**config.mk**
```make
export PLATFORM = sky130hd
export DESIGN_NAME = digit_serial_adder
export DESIGN_NICKNAME = d
export VERILOG_FILES = /design/src/rtl/digit_serial_adder.sv
export SDC_FILE = /design/constraint.sdc
export NUM_CORES = 1
export LEC_CHECK = 0
export ABC_CLOCK_PERIOD_IN_PS = 3400
export CAP_MARGIN = 10
export CORE_MARGIN = 3
export CORE_UTILIZATION = 30
export CTS_CLUSTER_SIZE = 40
export DETAILED_ROUTE_END_ITERATION = 8
export PLACE_DENSITY_LB_ADDON = 0.3
export SLEW_MARGIN = 25
export SYNTH_ARGS = -nofsm -noshare
export SYNTH_HDL_FRONTEND = slang
export SYNTH_SLANG_ARGS = --single-unit
export TNS_END_PERCENT = 30
```
**constraint.sdc**
```tcl
create_clock -name clk -period 3.4 [get_ports clk]
set_input_delay 0.68 -clock clk [delete_from_list [all_inputs] [get_ports clk]]
set_output_delay 0.68 -clock clk [all_outputs]
set_load 0.01 [all_outputs]
```
**src/rtl/digit_serial_adder.sv**
```systemverilog
// digit_serial_adder: handshaked signed adder computing W bits per cycle over N/W cycles.
// Optional subtraction port enabled by defining DSA_SUB_EN.
module digit_serial_adder #(
   parameter int N = 32,
   parameter int W = 8
) (
   input  logic         clk,
   input  logic         rst,
   input  logic         in_valid,
   output logic         in_ready,
   input  logic [N-1:0] a,
   input  logic [N-1:0] b,
   input  logic         cin,
   output logic         out_valid,
   input  logic         out_ready,
   output logic [N-1:0] sum,
   output logic         cout,
   output logic         overflow
`ifdef DSA_SUB_EN
   ,
   input  logic         sub
`endif
);
   localparam int D  = N / W;
   localparam int CW = $clog2(D + 1);
   localparam logic [CW-1:0] LAST = CW'(D - 1);
   if (W < 1 || W > N || N % W != 0) begin : g_bad_params
      $error("digit_serial_adder: N must be a positive multiple of W");
   end
   typedef enum logic [1:0] {IDLE, BUSY, DONE} state_t;
   state_t state;
   logic [N-1:0] a_r, b_r;
   logic [CW-1:0] cnt;
   logic carry;
   logic [W:0] dsum;
   logic [N-1:0] b_eff;
   logic c0;
`ifdef DSA_SUB_EN
   assign b_eff = sub ? ~b : b;
   assign c0    = sub | cin;
`else
   assign b_eff = b;
   assign c0    = cin;
`endif
   // one W-bit ripple slice shared by every digit
   assign dsum = {1'b0, a_r[cnt*W +: W]} + {1'b0, b_r[cnt*W +: W]} + {{W{1'b0}}, carry};
   // control FSM with registered handshake and result outputs
   always_ff @(posedge clk) begin
      if (rst) begin
         state     <= IDLE;
         in_ready  <= 1'b0;
         out_valid <= 1'b0;
         sum       <= '0;
         cout      <= 1'b0;
         overflow  <= 1'b0;
         a_r       <= '0;
         b_r       <= '0;
         cnt       <= '0;
         carry     <= 1'b0;
      end else begin
         case (state)
            IDLE: begin
               in_ready <= 1'b1;
               if (in_valid && in_ready) begin
                  a_r      <= a;
                  b_r      <= b_eff;
                  carry    <= c0;
                  cnt      <= '0;
                  in_ready <= 1'b0;
                  state    <= BUSY;
               end
            end
            BUSY: begin
               sum[cnt*W +: W] <= dsum[W-1:0];
               carry           <= dsum[W];
               cnt             <= cnt + 1'b1;
               if (cnt == LAST) begin
                  cout      <= dsum[W];
                  overflow  <= (a_r[N-1] == b_r[N-1]) && (dsum[W-1] != a_r[N-1]);
                  out_valid <= 1'b1;
                  state     <= DONE;
               end
            end
            DONE: begin
               if (out_ready) begin
                  out_valid <= 1'b0;
                  in_ready  <= 1'b1;
                  state     <= IDLE;
               end
            end
            default: state <= IDLE;
         endcase
      end
   end
endmodule

```
==> results.json <==
{
  "status": "finished clean",
  "finalCritPeriodShare": 0.9342,
  "vias": 4018,
  "cts_sinks": 106,
  "synth.area.mux_share": 0.1242,
  "synthXorXnorAreaFrac": 0.005563,
  "synthArstFlopShare": 0,
  "power_density_nw_per_um2": 428.8,
  "synthAdderAreaFrac": 0.03762,
  "start_util": 0.3084,
  "path_max_fanout": 13,
  "pin_count": 105,
  "critPathCaptureType": "flip-flop",
  "fin_nets": 713,
  "layout_commonest_cell": "nand2_1",
  "ys_seq_elements": 106,
  "wl_per_cell_um": 14.41,
  "worstPathBufferInverterCount": 1,
  "die_w_um": 131.5,
  "synth_top_family_by_area": "simple AND/OR/NAND/NOR gates",
  "antenna_left": 0,
  "path_delay_family": "compound AO/OA/AOI/OAI gates",
  "maxCapViolations": 0,
  "viasPerCell": 4.744,
  "syn_avg_cell_area_um2": 8.635,
  "fmax_ghz": 0.3148,
  "synth_cell_types": 42,
  "synthFlopType": "dfxtp_1",
  "syn-num-nets": 629,
  "cp_slowest_stage_delay_ns": 0.43,
  "synth_area_leader_cell": "dfxtp_1",
  "tns_ns": 0,
  "gp_congestion": 0.8570,
  "dp_hpwl_um": 9213,
  "synth-seq-area-share": 0.4493,
  "die_h_um": 131.5,
  "drt_iter0_markers": 224,
  "dr.pass1.iters": 5,
  "antenna_found_initial": 0,
  "synthSimpleGateAreaFrac": 0.2021,
  "pre_cts_ws_ns": 0.2288,
  "critPathLaunchType": "flip-flop",
  "final_cell_mix": "nand2_1 (141), dfxtp_1 (106), clkdlybuf4s50_1 (103)",
  "diodes": 0,
  "numPortBuffers": 104,
  "cts-resized-gates": 0,
  "critical_path_class": "flip-flop to flip-flop",
  "globalRouteTotalUtil": 0.1433,
  "grt_max_degree": 67,
  "synth-compound-area-share": 0.1409,
  "hold_class": "flip-flop to flip-flop",
  "tightestPinTransition_ns": 0.6603,
  "cts_tree": "done",
  "root_buffer": "clkbuf_16",
  "relSlewSlack": 0.5586,
  "postCtsSetupBuffers": 0,
  "finalCriticalPeriod_ns": 3.176,
  "crit_path_top_delay_cell": "fa_1",
  "rsz0062_at_grt": "no",
  "htree_num_levels": 3,
  "power.leakage_uw": 0.002372,
  "setup_viol": 0,
  "grt_pass1_wl_um": 20180,
  "setup_slack_ns": 0.2237,
  "grt_pass1_vias": 4033,
  "cpMostUsedCell": "fa_1",
  "hold_ws_ns": 0.4508,
  "fin_worst_skew_ns": 0.004718,
  "vdd_drop_max_uv": 234.0,
  "yosysTopAreaCellShare": 0.4493,
  "synth_area_leaders": "dfxtp_1 (45%), nand2_1 (11%), a21oi_1 (8.7%)",
  "synth_area_um2": 4723,
  "drcViolationCount": 0,
  "num_rows": 45,
  "worstPathArrival_ns": 3.42,
  "hold_viol": 0,
  "syn_to_final_growth_pct": 31.84,
  "required_ns": 3.64,
  "cts_max_path_buffers": 2,
  "grt-ovfl-total": 0,
  "clkTransAtPathRegs_ns": 0.07,
  "synth-edff-count": 0,
  "die_area_um2": 17290,
  "drv_slew": 0,
  "insertion_delay_ns": 0.35,
  "path_cells": "buf_4 -> mux4_2 -> and2_1 -> fa_1 -> fa_1 -> a21o_2 -> a21oi_1 -> or4_1 -> a31oi_1 -> a31o_2",
  "drive_above_1_share": 0.08333,
  "wl_um": 12200,
  "core_um2": 15310,
  "numCtsBuffers": 9,
  "hold_buffers": 0,
  "yosys_warnings": 0,
  "synth_cells": 547
}
-- cells in the mapped netlist, types with 2 or more instances --
cell	n
nor2_1	34
nor2b_1	5
or3_1	2
buf_1	5
xnor2_1	2
o21ai_0	10
clkbuf_1	19
fa_1	2
a21o_1	3
nor3_1	5
nand2_1	141
a31oi_1	7
a21oi_1	82
nand3_1	10
inv_1	8
mux4_2	16
ha_1	11
buf_2	14
dfxtp_1	106
o21bai_1	6
and2_1	16
mux2i_1	20
a31o_2	4
-- state kept, by name (all words and copies together) (netlist names) --
register and count:
a_r 32, b_r 32, sum 32, cnt 3
state 2, carry 1, cout 1, in_ready 1
out_valid 1, overflow 1
-- layer usage --
layer,track usage,wire [um]
met5,0,0
met4,0.05543,272
met3,0.04096,725
met2,0.2252,5745
met1,0.1867,5461
-- power breakdown --
group	switching [uW]	internal, uW
sequential	28.1	1290
combinational	178	175
clock	449	555
total	654	2020
-- tightest hold or removal path: cells and delay by family (launching register included) --
kind            cells  cell delay, ns
simple gates        1            0.05
compound gates      1            0.05
flops               1            0.31
-- stage by stage --
step / total power, uW / utilization / instance area, um^2 / std cells
3_5_place_dp: 1699 / 0.3877 / 5937 / 831
2_1_floorplan: 1542 / - / 4723 / 547
3_3_place_gp: 1689 / 0.3877 / 5937 / 831
5_1_grt: 2792 / 0.4066 / 6227 / 847
6_report: 2670 / 0.4066 / 6227 / 847
4_1_cts: 2701 / 0.4066 / 6227 / 847
-- kinds of logic (layout without fill, tap and decap cells) --
group / after synthesis / count (layout)
mux: 38 / 38
buf+inv: 46 / 135
xor+xnor: 3 / 3
compound gates: 119 / 119
simple gates: 222 / 222
flops: 106 / 106
fa+ha+maj: 13 / 13
-- worst paths after layout --
path / start / to / slack, ns / depth (start not counted)
max reg2reg: cnt[1] / sum[22] / 0.22 / 10
max: cnt[1] / sum[22] / 0.22 / 10
min: b_r[21] / b_r[21] / 0.45 / 2
min reg2reg: b_r[21] / b_r[21] / 0.45 / 2
-- area by class of cell --
cell class	instances	area, um^2
multi-input combinational	395	2417
fill	1575	9087
inverter	8	30.03
sequential	106	2122
clock buffer	12	266.5
timing repair buffer	111	1104
clock inverter	4	23.77
tap	211	264.0
Note: power is estimated with default switching activity, not from simulation.
